===== src/rtl/rv32i_types.sv =====
// Shared RV32I types for the front end: opcode encodings, fetch FSM states,
// the canonical NOP word and a word-alignment helper.
package rv32i_types;

    typedef enum logic [6:0] {
        op_lui   = 7'b0110111,
        op_auipc = 7'b0010111,
        op_jal   = 7'b1101111,
        op_jalr  = 7'b1100111,
        op_br    = 7'b1100011,
        op_load  = 7'b0000011,
        op_store = 7'b0100011,
        op_imm   = 7'b0010011,
        op_reg   = 7'b0110011,
        op_csr   = 7'b1110011
    } rv32i_opcode;

    typedef enum logic [1:0] {
        FETCH,
        HOLD,
        DISCARD
    } fetch_state_t;

    localparam logic [31:0] RV32I_NOP = 32'h0000_0013;  // addi x0, x0, 0

    function automatic logic [31:0] word_align(input logic [31:0] addr);
        return addr & 32'hFFFF_FFFC;
    endfunction

endpackage


===== src/rtl/fetch_stage_if.sv =====
// Instruction-memory request/response bus between the fetch stage (master)
// and the instruction memory (slave).
interface fetch_stage_if;

    logic [31:0] imem_address;
    logic        imem_read;
    logic [31:0] imem_rdata;
    logic        imem_resp;

    modport master (
        output imem_address,
        output imem_read,
        input  imem_rdata,
        input  imem_resp
    );

    modport slave (
        input  imem_address,
        input  imem_read,
        output imem_rdata,
        output imem_resp
    );

endinterface


===== src/rtl/fetch_stage_if_id_reg.sv =====
// IF/ID pipeline register: loads a fetched instruction, or is flushed to a
// NOP bubble; otherwise holds its contents.
module if_id_reg
    import rv32i_types::*;
(
    input  logic        clk,
    input  logic        rst,
    input  logic        load,
    input  logic        flush,
    input  logic [31:0] pc_in,
    input  logic [31:0] instr_in,
    output logic        valid,
    output logic [31:0] pc,
    output logic [31:0] instr
);

    // NOTE: sequential state uses non-blocking assignments so every register
    // samples pre-edge values, independent of statement order.
    always_ff @(posedge clk) begin
        if (rst) begin
            valid <= 1'b0;
            pc    <= 32'h0;
            instr <= RV32I_NOP;
        end else if (flush) begin
            valid <= 1'b0;
            instr <= RV32I_NOP;
        end else if (load) begin
            valid <= 1'b1;
            pc    <= pc_in;
            instr <= instr_in;
        end
    end

endmodule


===== src/rtl/fetch_stage.sv =====
// RV32I instruction fetch stage: single-outstanding-request fetch FSM, PC,
// one-entry stall buffer and IF/ID register. Optional performance counters
// are enabled by defining FETCH_PERF_CNT_EN.
module fetch_stage
    import rv32i_types::*;
#(
    parameter logic [31:0] RESET_PC = 32'h4000_0000
) (
    input  logic                clk,
    input  logic                rst,
    fetch_stage_if.master       imem,
    input  logic                stall,
    input  logic                redirect,
    input  logic [31:0]         redirect_pc,
    output logic                id_valid,
    output logic [31:0]         id_pc,
    output logic [31:0]         id_instr,
    output rv32i_opcode         id_opcode,
    output logic [2:0]          id_funct3,
    output logic [6:0]          id_funct7,
    output logic [4:0]          id_rs1,
    output logic [4:0]          id_rs2,
    output logic [4:0]          id_rd
`ifdef FETCH_PERF_CNT_EN
    ,
    output logic [31:0]         fetch_count,
    output logic [31:0]         bubble_count
`endif
);

    fetch_state_t state, state_n;
    logic [31:0]  pc, pc_n;
    logic [31:0]  hold_pc, hold_pc_n;
    logic [31:0]  hold_instr, hold_instr_n;
    logic [31:0]  discard_addr, discard_addr_n;

    logic         id_load;
    logic         id_flush;
    logic [31:0]  id_load_pc;
    logic [31:0]  id_load_instr;

    // NOTE: the stall buffer is reset explicitly so a reset mid-stall can
    // never leak a stale instruction into IF/ID.
    always_ff @(posedge clk) begin
        if (rst) begin
            state        <= FETCH;
            pc           <= RESET_PC;
            hold_pc      <= 32'h0;
            hold_instr   <= RV32I_NOP;
            discard_addr <= 32'h0;
        end else begin
            state        <= state_n;
            pc           <= pc_n;
            hold_pc      <= hold_pc_n;
            hold_instr   <= hold_instr_n;
            discard_addr <= discard_addr_n;
        end
    end

    // NOTE: every signal driven here gets a default first so no path through
    // the case statement can infer a latch.
    always_comb begin
        state_n        = state;
        pc_n           = pc;
        hold_pc_n      = hold_pc;
        hold_instr_n   = hold_instr;
        discard_addr_n = discard_addr;
        id_load        = 1'b0;
        id_flush       = 1'b0;
        id_load_pc     = pc;
        id_load_instr  = imem.imem_rdata;

        unique case (state)
            FETCH: begin
                if (redirect) begin
                    pc_n           = word_align(redirect_pc);
                    hold_pc_n      = 32'h0;
                    hold_instr_n   = RV32I_NOP;
                    id_flush       = 1'b1;
                    discard_addr_n = pc;
                    // A response arriving with the redirect is dropped here;
                    // otherwise it is still in flight and must be swallowed.
                    state_n        = imem.imem_resp ? FETCH : DISCARD;
                end else if (imem.imem_resp) begin
                    pc_n = pc + 32'd4;
                    if (stall) begin
                        hold_pc_n    = pc;
                        hold_instr_n = imem.imem_rdata;
                        state_n      = HOLD;
                    end else begin
                        id_load = 1'b1;
                    end
                end else if (!stall) begin
                    id_flush = 1'b1;
                end
            end

            HOLD: begin
                if (redirect) begin
                    pc_n         = word_align(redirect_pc);
                    hold_pc_n    = 32'h0;
                    hold_instr_n = RV32I_NOP;
                    id_flush     = 1'b1;
                    state_n      = FETCH;
                end else if (!stall) begin
                    id_load       = 1'b1;
                    id_load_pc    = hold_pc;
                    id_load_instr = hold_instr;
                    hold_pc_n     = 32'h0;
                    hold_instr_n  = RV32I_NOP;
                    state_n       = FETCH;
                end
            end

            DISCARD: begin
                if (redirect) begin
                    pc_n     = word_align(redirect_pc);
                    id_flush = 1'b1;
                end else if (!stall) begin
                    id_flush = 1'b1;
                end
                if (imem.imem_resp) begin
                    state_n = FETCH;
                end
            end

            default: begin
                state_n = FETCH;
            end
        endcase
    end

    // While discarding, the abandoned request stays on the bus unchanged
    // until its response arrives.
    assign imem.imem_read    = !rst && (state != HOLD);
    assign imem.imem_address = (state == DISCARD) ? discard_addr : pc;

    if_id_reg u_if_id_reg (
        .clk      (clk),
        .rst      (rst),
        .load     (id_load),
        .flush    (id_flush),
        .pc_in    (id_load_pc),
        .instr_in (id_load_instr),
        .valid    (id_valid),
        .pc       (id_pc),
        .instr    (id_instr)
    );

    assign id_opcode = rv32i_opcode'(id_instr[6:0]);
    assign id_rd     = id_instr[11:7];
    assign id_funct3 = id_instr[14:12];
    assign id_rs1    = id_instr[19:15];
    assign id_rs2    = id_instr[24:20];
    assign id_funct7 = id_instr[31:25];

`ifdef FETCH_PERF_CNT_EN
    always_ff @(posedge clk) begin
        if (rst) begin
            fetch_count  <= 32'h0;
            bubble_count <= 32'h0;
        end else begin
            if (id_load) begin
                fetch_count <= fetch_count + 32'd1;
            end
            if (!id_valid) begin
                bubble_count <= bubble_count + 32'd1;
            end
        end
    end
`endif

endmodule


===== src/flat_wrapper.sv =====
// flat-port wrapper written by rule: the top's interface ports become plain ports
module fetch_stage_flat import rv32i_types::*;
#(
    parameter logic [31:0] RESET_PC = 32'h4000_0000
)
  (clk, rst, stall, redirect, redirect_pc, id_valid, id_pc, id_instr, id_opcode, id_funct3, id_funct7, id_rs1, id_rs2, id_rd, imem_imem_address, imem_imem_read, imem_imem_rdata, imem_imem_resp);
  fetch_stage_if imem_i ();
  input  logic clk;
  input  logic rst;
  input  logic stall;
  input  logic redirect;
  input  logic [31:0] redirect_pc;
  output logic id_valid;
  output logic [31:0] id_pc;
  output logic [31:0] id_instr;
  output rv32i_opcode id_opcode;
  output logic [2:0] id_funct3;
  output logic [6:0] id_funct7;
  output logic [4:0] id_rs1;
  output logic [4:0] id_rs2;
  output logic [4:0] id_rd;
  output wire logic [$bits(imem_i.imem_address)-1:0] imem_imem_address;
  output wire logic [$bits(imem_i.imem_read)-1:0] imem_imem_read;
  input wire logic [$bits(imem_i.imem_rdata)-1:0] imem_imem_rdata;
  input wire logic [$bits(imem_i.imem_resp)-1:0] imem_imem_resp;
  assign imem_imem_address = imem_i.imem_address;
  assign imem_imem_read = imem_i.imem_read;
  assign imem_i.imem_rdata = imem_imem_rdata;
  assign imem_i.imem_resp = imem_imem_resp;
  fetch_stage #(.RESET_PC(RESET_PC)) u_core (.clk(clk), .rst(rst), .imem(imem_i), .stall(stall), .redirect(redirect), .redirect_pc(redirect_pc), .id_valid(id_valid), .id_pc(id_pc), .id_instr(id_instr), .id_opcode(id_opcode), .id_funct3(id_funct3), .id_funct7(id_funct7), .id_rs1(id_rs1), .id_rs2(id_rs2), .id_rd(id_rd));
endmodule

===== config.mk =====
export PLATFORM = sky130hd
export DESIGN_NAME = fetch_stage_flat
export DESIGN_NICKNAME = d
export VERILOG_FILES = /design/src/rtl/rv32i_types.sv /design/src/rtl/fetch_stage_if.sv /design/src/rtl/fetch_stage_if_id_reg.sv /design/src/rtl/fetch_stage.sv /design/src/flat_wrapper.sv
export SDC_FILE = /design/constraint.sdc
export NUM_CORES = 1
export LEC_CHECK = 0
export ABC_AREA = 0
export CAP_MARGIN = 20
export CORE_MARGIN = 5
export CORE_UTILIZATION = 35
export DETAILED_ROUTE_END_ITERATION = 16
export PLACE_DENSITY = 0.68
export REMOVE_ABC_BUFFERS = 1
export SLEW_MARGIN = 20
export SYNTH_ARGS = -nofsm -noshare
export SYNTH_HDL_FRONTEND = slang
export SYNTH_SLANG_ARGS = --single-unit

===== constraint.sdc =====
create_clock -name clk -period 2.2 [get_ports clk]
set_clock_uncertainty 0.1 [all_clocks]
set_input_delay 0.33 -clock clk [delete_from_list [all_inputs] [get_ports clk]]
set_output_delay 0.33 -clock clk [all_outputs]
set_load 0.01 [all_outputs]

Yosys cells after proc, flatten, opt, wreduce, memory -nomap -nowiden --
Index checks and enable logic that the tools add are counted.
Storage, ports and cells: bits in writable memories 0, bits in registers 195, memories 0, output and inout port bits 130, bits in latches 0, bits in read-only memories 0, bits of input ports 69, word-level logic and storage cells 69
Cells by class: reduce and logical (&&, ||, !) cells 12, multiplexer cells 39, eq/ne operators 8, div/mod/pow operators 0, $lt $le $gt $ge 0, multipliers 0, shift operators 0, bitwise operators 1, $add $sub $neg 1
Operator list (count):
- two-way mux 32 bit | 18
- one-hot mux 32 bit (2 select lines) | 3
- adder 32 x 3 -> 32 bit, second input constant | 1
- two-way mux 2 bit | 7
- != test 3 bit, second input constant | 3
- two-way mux 1 bit | 8
- one-hot mux 2 bit (3 select lines) | 1
- AND reduction 3 bit | 2
- != test 2 x 1 -> 1 bit, second input constant | 2
- AND reduction 2 bit | 2
- AND reduction 4 bit | 1
- nonzero test 2 bit | 2
- OR reduction 2 bit | 2
- one-hot mux 1 bit (3 select lines) | 1
- == test 2 x 1 -> 1 bit, second input constant | 1
- == test 2 bit, second input constant | 1
- logical NOT 2 bit | 1
- != test 2 bit, second input constant | 1
- one-hot mux 1 bit (2 select lines) | 1
- logical AND 1 bit | 1
- logical NOT 1 bit | 1
- NOT 1 bit | 1

Logic depth before layout (Yosys ltp) --
Gate-level depths: netlist (run 1).
word-level depth 6, depth in mapped cells 10, depth with buffers taken out 7

By module --
From an unflattened synthesis (run 1), not the netlist that was laid out.
Second synthesis, totals: cell total of the unflattened synthesis 1043, area, all modules 9454.1 um2
Modules (own cells, without submodules):
- fetch_stage | area an instance 6799.0 um2, instances 1, seq. area each 2522.4 um2, cells each 790
- if_id_reg | area an instance 2655.0 um2, instances 1, seq. area each 1301.2 um2, cells each 253

Least setup slack after synthesis (run 1) --
OpenSTA, ideal clock, no wires.
kind register -> register, from reg u_core.state[0], to reg u_core.pc[25], path buffers 3, arrival 2.047 ns, data required time 1.969 ns, stages on the path, launching flop included 11, setup slack -0.078 ns, clock period less this slack 2.278 ns, setup time 0.131 ns, path through dfxtp_1 -> inv_1 -> ha_1 -> clkbuf_1 -> or2_2 -> o21ai_0 -> clkbuf_1 -> clkbuf_1 -> nor3_1 -> mux2i_1 -> o21ai_0
On the way: longest elaborated chain between the ends 4, elaborated cells on any way between the ends 9, classes of those cells eq/ne: 4; mux: 1; reduce/logical: 4
RTL lines:
- start: declaration | RTL line fetch_stage.sv:31 | fetch_state_t state, state_n;
- start signal: assignment | RTL line fetch_stage.sv:52 | state <= state_n;
- == test 2 x 1 -> 1 bit / == test 2 bit (equally long branches) | RTL line fetch_stage.sv:73 | unique case (state)
- OR reduction 2 bit (no source line)
- != test 2 x 1 -> 1 bit (no source line) / nonzero test 2 bit (equally long branches)
- AND reduction 3 bit (no source line)
- end signal: assignment | RTL line fetch_stage.sv:53 | pc <= pc_n;
- end: declaration | RTL line fetch_stage.sv:32 | logic [31:0] pc, pc_n;
Parallel ways exist; a longest one is shown, timed or not. A chain may end at the register's enable or synchronous reset.

Worst setup path in the final report (run 1) --
from reg u_core.state[0], to out imem_imem_address[2]
On the way: longest elaborated chain between the ends 2
RTL lines:
- == test 2 bit | RTL line fetch_stage.sv:136 | assign imem.imem_address = (state == DISCARD) ? discard_addr : pc;
- two-way mux 32 bit | RTL line fetch_stage.sv:136
- end: declaration | RTL line flat_wrapper.sv:22 | output wire logic [$bits(imem_i.imem_address)-1:0] imem_imem_address;
No other way between the ends.

==> results of run 1 <==
[power breakdown]
part           leakage, nW  internal, mW  total, mW  switching (mW)
registers             1.55          3.60       3.73           0.125
clock network        0.293          1.73       3.19            1.46
logic                 2.53         0.760       1.59           0.829
total                 4.37          6.09       8.51            2.41
[sequential cells by signal, indices dropped and copies added, names as in the netlist]
register,flops
u_core.pc,30
u_core.u_if_id_reg.valid,1
u_core.u_if_id_reg.pc,32
u_core.discard_addr,30
u_core.u_if_id_reg.instr,32
u_core.state,2
u_core.hold_instr,32
u_core.hold_pc,32
[kinds of logic after synthesis]
group / Yosys count / share of synthesized area
flops: 191 / 0.4353
simple gates: 344 / 0.1750
mux: 86 / 0.1014
buf+inv: 142 / 0.07648
compound gates: 263 / 0.2042
fa+ha+maj: 5 / 0.007121
other cells: 1 / 0.0004269
[repair_timing]
action,in CTS,in global routing
pin swaps,1,10
hold endpoints to repair,0,0
gates cloned,1,4
gates resized for setup,116,61
setup endpoints to repair,31,74
buffers inserted,5,5
[layout make-up]
type | count | area (µm²)
Clock buffer | 18 | 429.2
Clock inverter | 14 | 173.9
Fill cell | 2341 | 12680
Inverter | 11 | 41.29
Multi-Input combinational cell | 700 | 4479
Sequential cell | 191 | 3826
Tap cell | 330 | 412.9
Timing Repair Buffer | 296 | 2924
[placed cells by master (no fill, tap or decap), types with 5 or more instances in the layout]
cell type / synthesis / final
buf_4: 34 / 79
nand3_1: 19 / 19
buf_12: 0 / 17
buf_2: 8 / 8
mux2i_1: 62 / 62
a32oi_1: 11 / 11
nor3_1: 10 / 9
clkbuf_2: 1 / 8
o21ai_2: 0 / 6
mux2_4: 0 / 12
o22ai_1: 10 / 9
nand2b_1: 9 / 9
clkbuf_16: 0 / 20
dfxtp_1: 191 / 189
a31oi_1: 9 / 9
a21oi_1: 57 / 56
a211oi_2: 0 / 6
a211oi_1: 62 / 56
nand4_1: 7 / 7
o21ai_0: 21 / 13
buf_6: 0 / 14
mux2_2: 24 / 12
clkdlybuf4s50_1: 0 / 162
nand2_1: 97 / 96
inv_1: 11 / 9
or3_1: 7 / 7
a21o_1: 5 / 5
a22oi_1: 62 / 62
nor2_1: 161 / 161
[per-layer routing]
metal / wire length, µm / share of wire / up-vias
met5: 47 / 0.0017 / -
met4: 333 / 0.012 / 8
met3: 1817 / 0.066 / 27
met2: 12780 / 0.46 / 285
met1: 12700 / 0.46 / 3922
li1: - / - / 3993
[per-stage QoR]
stage,std cells,total power [mW],TNS (ns)
floorplan,902,4.448,-251.46
global placement,1515,5.308,-9.417
detailed placement,1515,5.335,-22.82
CTS,1553,8.523,-0.09578
global route,1560,8.874,-0.05383
finish,1560,8.506,0
[worst max-delay path, delay by kind of cell (launching register included)]
| kind | cells | cell delay [ns] |
|---|---|---|
| multiplexers | 1 | 0.36 |
| adder cells (fa/ha/maj) | 1 | 0.17 |
| buffers and inverters | 3 | 0.47 |
| flip-flops | 1 | 0.33 |
[worst min path at each step]
stage,startpoint,end,cells past startpoint
after floorplan,rst,u_core.discard_addr[10],1
after global placement,u_core.discard_addr[27],u_core.discard_addr[27],2
after detailed placement,u_core.discard_addr[21],u_core.discard_addr[21],2
after CTS,rst,u_core.state[1],2
after global routing,rst,u_core.state[1],2
final,rst,u_core.state[1],2
==> metrics.csv, run 1 <==
metric,value,unit
post_route_cells_drive_above_1_share,0.1821,
overflow,0,
syn_to_final_growth,39.87,%
cts-root-buf,clkbuf_16,
worst_pin_slew,0.5602,ns
clock-sinks,191,
arrival,1.76,ns
grt_pass1_wl,42180,µm
setup_slack,0.007423,ns
wirelength,27680,µm
path_class,reg -> out,
syn_avg_cell_area,8.512,µm²
slowest_stage,mux2_2,
top_usage_layer,met2,
clock_path_buffers,2,
async_reset_ff_frac,0,
ios,199,
synth_ff_type,dfxtp_1,
antenna_found_initial,4,
hold_class,in -> reg,
worstPathCellList,inv_2 > ha_4 > buf_12 > mux2_2 > clkdlybuf4s15_2,
end_kind,primary output,
max-slew-margin-rel,0.6265,
r2r-start,u_core.state[1],
synth_edf_count,0,
layout_min_cycle_time,2.193,ns
endpoint,imem_imem_address[2],
vdd.ir_drop.worst,0.4578,mV
pre_cts_ws,-0.2412,ns
antenna_cells,0,
p_leak,4.374,nW
crit_fanout,13,
met2_usage,0.3031,
reg2reg_slack,0.09,ns
critPathMaxStageDelay,0.36,ns
port_buffers,194,
synthTopCellsByArea,"dfxtp_1, mux2i_1, nor2_1, a211oi_1, a22oi_1",
crit_start,u_core.state[0],
post-route-period-util,0.9966,
use_met1,0.2422,
critPathRequiredTime,1.77,ns
slew_viol_final,0,
insertion_delay,0.42,ns
dp_hpwl,18650,µm
core-area,0.02496,mm²
clk_pin_slew,0.07,ns
final_util,0.4922,
met3_usage,0.04320,
gp_congestion,0.8712,
synth-seq-area-share,0.4353,
fmax,456.1,MHz
drt_iter0_markers,748,
synth_cell_type_count,58,
synth_area,0.008785,mm²
ys_seq_elements,191,
fp.dieW,168.4,µm
route.detailed.drc,0,
cts.htree.levels,4,
drt-pass1-iter-count,5,
detail-route-antenna-nets,0,
viasPerCell,5.279,
die_y,168.4,µm
finalHoldViolations,0,
wl_per_cell,17.74,µm
yosysTopAreaCell,dfxtp_1,
grt_max_degree,61,
grt_pass1_vias,7804,
status,completed,
reg2reg_depth,6,
rsz0062_at_grt,yes,
power_density,692.3,mW/mm²
ys_warn_count,0,
numCtsBuffers,17,
yosysMostFrequentCell,dfxtp_1,
die_area,0.02837,mm²
num_vias,8235,
synth_top_area_frac,0.4353,
drv_cap,0,
placementRows,58,
netlist_instances,1032,
synth_commonest_cells,"dfxtp_1, nor2_1, nand2_1",
final_nets,1291,
grt_use_total,0.1825,
regToRegEndpoint,u_core.pc[15],
start_util,0.3519,
cts_hold_buf,0,
stdcell_area,0.01229,mm²
placement.cell_area,0.01140,mm²
holdWs,0.1541,ns
finalSetupViolCount,0,
cts_tree,built,
cp-start-kind,flop,
(Power assumes the default switching activity.)
==> run 2, diff against run 1 <==
==> constraint.sdc (replaced) <==
create_clock -name clk -period 2.2 [get_ports clk]
set_clock_uncertainty 0.1 [all_clocks]
set_input_delay 0.22 -clock clk [delete_from_list [all_inputs] [get_ports clk]]
set_output_delay 0.22 -clock clk [all_outputs]
set_load 0.01 [all_outputs]
==> metrics.csv, run 2 (same netlist as run 1, synthesis figures left out) <==
metric,value,unit,change
viasPerCell,5.270,,-0.17%
start_util,0.3519,,unchanged
fmax,462.1,MHz,+1.3%
fp.dieW,168.4,µm,unchanged
cts_hold_buf,0,,unchanged
placementRows,58,,unchanged
crit_fanout,13,,unchanged
holdWs,0.04301,ns,-0.1111 ns
detail-route-antenna-nets,0,,unchanged
num_vias,8105,,-1.6%
reg2reg_slack,0.08,ns,about the same
layout_min_cycle_time,2.164,ns,-0.02875 ns
numCtsBuffers,17,,unchanged
drv_cap,0,,unchanged
gp_congestion,0.8464,,-2.8%
p_leak,4.204,nW,-3.9%
wl_per_cell,16.99,µm,-4.3%
placement.cell_area,0.01135,mm²,-0.50%
rsz0062_at_grt,yes,,
max-slew-margin-rel,0.4172,,-0.2094
final_nets,1269,,-1.7%
insertion_delay,0.43,ns,about the same
core-area,0.02496,mm²,unchanged
slew_viol_final,0,,unchanged
post-route-period-util,0.9836,,-0.01307
cts-root-buf,clkbuf_16,,
end_kind,primary output,,
grt_pass1_wl,41130,µm,-2.5%
cts_tree,built,,
port_buffers,194,,unchanged
power_density,683.7,mW/mm²,-1.2%
clk_pin_slew,0.07,ns,about the same
syn_to_final_growth,36.32,%,
drt-pass1-iter-count,5,,unchanged
antenna_cells,0,,unchanged
worst_pin_slew,0.8742,ns,+0.3141 ns
status,completed,,
route.detailed.drc,0,,unchanged
overflow,0,,unchanged
hold_class,in -> reg,,
stdcell_area,0.01198,mm²,-2.5%
vdd.ir_drop.worst,0.5268,mV,+15%
final_common_cell,dfxtp_1,,
dp_hpwl,18350,µm,-1.6%
cts.htree.levels,4,,unchanged
finalSetupViolCount,0,,unchanged
ios,199,,unchanged
clock-sinks,191,,unchanged
grt_use_total,0.1786,,-0.003949
critPathRequiredTime,1.88,ns,+0.11 ns
die_y,168.4,µm,unchanged
finalHoldViolations,0,,unchanged
cp-start-kind,flop,,
final_cell_mix,"dfxtp_1, clkdlybuf4s50_1, nor2_1, nand2_1",,
drt_iter0_markers,694,,-7.2%
path_class,reg -> out,,
wirelength,26130,µm,-5.6%
arrival,1.84,ns,+0.08 ns
grt_max_degree,83,,+36%
grt_pass1_vias,7686,,-1.5%
post_route_cells_drive_above_1_share,0.1349,,-0.04718
clock_path_buffers,2,,unchanged
fin_tns_setup,0,ns,unchanged
antenna_found_initial,3,,-1
die_area,0.02837,mm²,unchanged
[run 2: cell types whose count changed in the layout (fill, tap and decap cells not counted), sizes merged]
cell | previous run | this run
clkdlybuf4s15 | 3 | 10
dlygate4sd2 | 1 | 19
bufinv | 2 | 0
bufbuf | 0 | 1
buf | 119 | 80
clkinvlp | 1 | 4
clkbuf | 29 | 20
clkinv | 4 | 3
[run 2: per-stage QoR]
step	cells	util	worst slack, ns	total power [mW]
final	1538	0.4797	0.03617	8.188
after detailed placement	1504	0.4545	-0.01963	5.314
after CTS	1537	0.4775	0.0002447	8.251
after global placement	1504	0.4545	-0.009143	5.289
after floorplan	902	-	-2.266	4.448
after global routing	1538	0.4797	-0.02892	8.541
[run 2: final timing paths]
| path | from | end | cells past startpoint |
|---|---|---|---|
| max | u_core.state[1] | imem_imem_address[17] | 4 |
| min | rst | u_core.hold_pc[17] | 2 |
| max reg2reg | u_core.state[1] | u_core.pc[19] | 8 |
| min reg2reg | u_core.discard_addr[30] | u_core.discard_addr[30] | 2 |
[run 2: repair_timing]
action,4_1_cts,5_1_grt
gates resized for setup,43,24
pin swaps,1,3
endpoints found under the setup margin,32,34
setup buffers,0,1
cloned,1,0
[run 2: routing by layer]
| metal | track usage | up-vias | share of wire |
|---|---|---|---|
| met1 | 0.2335 | 3803 | 0.45 |
| li1 | - | 3968 | - |
| met2 | 0.2968 | 298 | 0.47 |
| met3 | 0.04320 | 30 | 0.071 |
| met4 | 0.04587 | 6 | 0.013 |
| met5 | 0 | - | 0.0013 |
[run 2: worst max-delay path: stages (launching register included)]
cell           delay, ns
dfxtp_2             0.38
ha_4                0.20
buf_12              0.16
mux2_2              0.37
dlygate4sd2_1       0.29
[run 2: where the power goes]
part | switching, mW | total, mW | internal, mW
logic | 0.795 | 1.50 | 0.709
clock network | 1.47 | 2.96 | 1.49
registers | 0.123 | 3.73 | 3.60
total | 2.38 | 8.19 | 5.80
[run 2: layout make-up]
cell class              count  area (µm²)
well taps                 330       412.9
clock buffers              18       429.2
clock inverters            14       123.9
fillers                  2370       12990
repair buffers            274        2756
multi-input cells         700        4387
flip-flops and latches    191        3825
inverters                  11       41.29
==> run 3, diff against run 2 <==
--- a/config.mk
+++ b/config.mk
@@ -15,4 +15,5 @@
 export SLEW_MARGIN = 20
 export SYNTH_ARGS = -nofsm -noshare
 export SYNTH_HDL_FRONTEND = slang
+export SYNTH_HIERARCHICAL = 1
 export SYNTH_SLANG_ARGS = --single-unit
==> metrics.csv, run 3 <==
metric,value,unit,change
layout_min_cycle_time,2.139,ns,-0.02482 ns
power_density,685.5,mW/mm²,+0.26%
die_y,174.4,µm,+3.5%
netlist_instances,1043,,+1.1%
ys_warn_count,6,,+6
post_route_cells_drive_above_1_share,0.1813,,+0.04636
worstPathCellList,inv_2 > ha_4 > buf_12 > mux2_2 > dlygate4sd2_1,,
antenna_cells,0,,unchanged
synthTopCellsByArea,"dfxtp_1, mux2_2, a22oi_1, nor2_1, mux2i_1",,
grt_max_degree,96,,+16%
viasPerCell,5.209,,-1.2%
cts_tree,built,,
multi_input_comb_area,0.004827,mm²,+10%
grt_pass1_wl,42950,µm,+4.4%
holdWs,0.1170,ns,+0.07397 ns
clk_pin_slew,0.07,ns,about the same
final_common_cell,dfxtp_1,,
detail-route-antenna-nets,0,,unchanged
fp.dieW,174.4,µm,+3.5%
final_nets,1269,,unchanged
finalSetupViolCount,0,,unchanged
worst_pin_slew,0.5884,ns,-0.2858 ns
syn_avg_cell_area,9.064,µm²,+6.5%
antenna_found_initial,0,,-3
status,completed,,
end_kind,primary output,,
numCtsBuffers,17,,unchanged
crit_fanout,12,,-1
synth_top_area_frac,0.4044,,-0.03082
layout.area.seq,0.003827,mm²,about the same
fmax,467.5,MHz,+1.2%
placementRows,60,,+3.4%
total_power,8.480,mW,+3.6%
hold_class,in -> reg,,
p_leak,4.488,nW,+6.8%
cts.htree.levels,4,,unchanged
cp.buffers_inverters,3,,+1
core-area,0.02680,mm²,+7.4%
path_class,reg -> out,,
critPathMaxStageDelay,0.35,ns,-0.03 ns
start_util,0.3528,,+0.0008599
port_buffers,194,,unchanged
route.detailed.drc,0,,unchanged
cp-start-kind,flop,,
placement.cell_area,0.01172,mm²,+3.3%
die_area,0.03040,mm²,+7.2%
overflow,0,,unchanged
cp_top_family,buffers and inverters,,
cts_hold_buf,0,,unchanged
synth_cell_type_count,66,,+14%
drt_iter0_markers,544,,-22%
gp_congestion,0.8614,,+1.8%
synth_ff_type,dfxtp_1,,
async_reset_ff_frac,0,,unchanged
drt-pass1-iter-count,4,,-1
slew_viol_final,0,,unchanged
num_vias,8069,,-0.44%
yosysMostFrequentCell,dfxtp_1,,
cts-root-buf,clkbuf_16,,
synth-seq-area-share,0.4044,,-0.03082
ios,199,,unchanged
post-route-period-util,0.9723,,-0.01128
clock-sinks,191,,unchanged
max-slew-margin-rel,0.6036,,+0.1864
insertion_delay,0.43,ns,about the same
finalHoldViolations,0,,unchanged
dp_hpwl,17920,µm,-2.3%
final_cell_mix,"dfxtp_1, clkdlybuf4s50_1, nor2_1, nand2_1, mux2_2",,
grt_pass1_vias,7905,,+2.8%
critPathRequiredTime,1.88,ns,about the same
wirelength,26950,µm,+3.1%
drv_cap,0,,unchanged
fillers,2516,,+6.2%
clock_path_buffers,2,,unchanged
arrival,1.82,ns,-0.02 ns
synth_edf_count,0,,unchanged
slowest_stage,mux2_2,,
wl_per_cell,17.40,µm,+2.4%
yosysTopAreaCell,dfxtp_1,,
vdd.ir_drop.worst,0.4537,mV,-14%
synth_area,0.009454,mm²,+7.6%
syn_to_final_growth,30.85,%,
ys_seq_elements,191,,unchanged
synth_commonest_cells,"dfxtp_1, nor2_1, nand2_1",,
stdcell_area,0.01237,mm²,+3.3%
grt_use_total,0.1721,,-0.006526
==> run 3: cell count changes after synthesis, moves of 7 or more <==
cell / delta
a211oi_1: -53
a32oi_1: -11
and3_1: +7
buf_2: +27
clkbuf_1: -40
mux2_2: +66
mux2i_1: -26
nand2b_1: +25
nand4bb_1: +31
nor2_1: -46
o21ai_1: +29
or3_1: -7
==> run 3: final timing paths <==
path / startpoint / endpoint / cells after the start / slack, ns
setup / recovery: u_core/state[0] / imem_imem_address[9] / 5 / 0.06
hold / removal: rst / u_core/state[1] / 2 / 0.12
setup reg to reg: u_core/state[1] / u_core/pc[24] / 7 / 0.09
hold reg to reg: u_core/discard_addr[8] / u_core/discard_addr[8] / 2 / 0.35
==> run 3: layout make-up <==
class | instances | share of cell area
multi-input combinational | 713 | 0.3902
sequential | 191 | 0.3094
timing repair buffer | 265 | 0.2142
tap | 341 | 0.03449
clock buffer | 17 | 0.03439
clock inverter | 15 | 0.01517
inverter | 7 | 0.002124
==> run 3: worst register-to-register path: stages (launching register included) <==
cell	delay (ns)
dfxtp_4	0.38
inv_1	0.06
ha_1	0.30
buf_4	0.17
o21ai_0	0.49
o21ai_0	0.20
a41oi_1	0.22
o21a_1	0.15
==> run 3: per-stage QoR <==
| stage | TNS, ns | util | worst slack (ns) | instances |
|---|---|---|---|---|
| after floorplan | -402.98 | - | -5.136 | 911 |
| after global routing | -0.0001341 | 0.4616 | -0.0001341 | 1549 |
| final | 0 | 0.4616 | 0.06099 | 1549 |
| after CTS | 0 | 0.4609 | 0.001618 | 1549 |
| after global placement | 0 | 0.4373 | 0.01695 | 1516 |
| after detailed placement | -0.3902 | 0.4373 | -0.02006 | 1516 |
==> run 3: what timing repair did <==
action / 4_1_cts / 5_1_grt
buffers inserted: 0 / 0
gates resized for setup: 42 / 8
pin swaps: 1 / 2
cloned: 1 / 0
setup endpoints to repair: 63 / 20
==> run 3: power by group <==
group / total (mW) / internal [mW] / leakage, nW / switching [mW]
clock network: 3.28 / 1.81 / 0.283 / 1.47
registers: 3.72 / 3.59 / 1.55 / 0.133
logic: 1.48 / 0.730 / 2.65 / 0.753
total: 8.48 / 6.13 / 4.49 / 2.35
==> run 3: logic make-up after synthesis <==
family,after synthesis,synth area share
AO/OA/AOI/OAI,233,0.1560
adder cells (fa/ha/maj),5,0.006617
buffers and inverters,140,0.09211
flip-flops,191,0.4044
multiplexers,126,0.1453
other,1,0.0003967
AND/OR/NAND/NOR,347,0.1951
==> run 3: routing by layer <==
metal	share of wire	track usage
met3	0.053	0.04328
met5	0	0
met4	0.024	0.05972
met1	0.47	0.2278
met2	0.45	0.2734
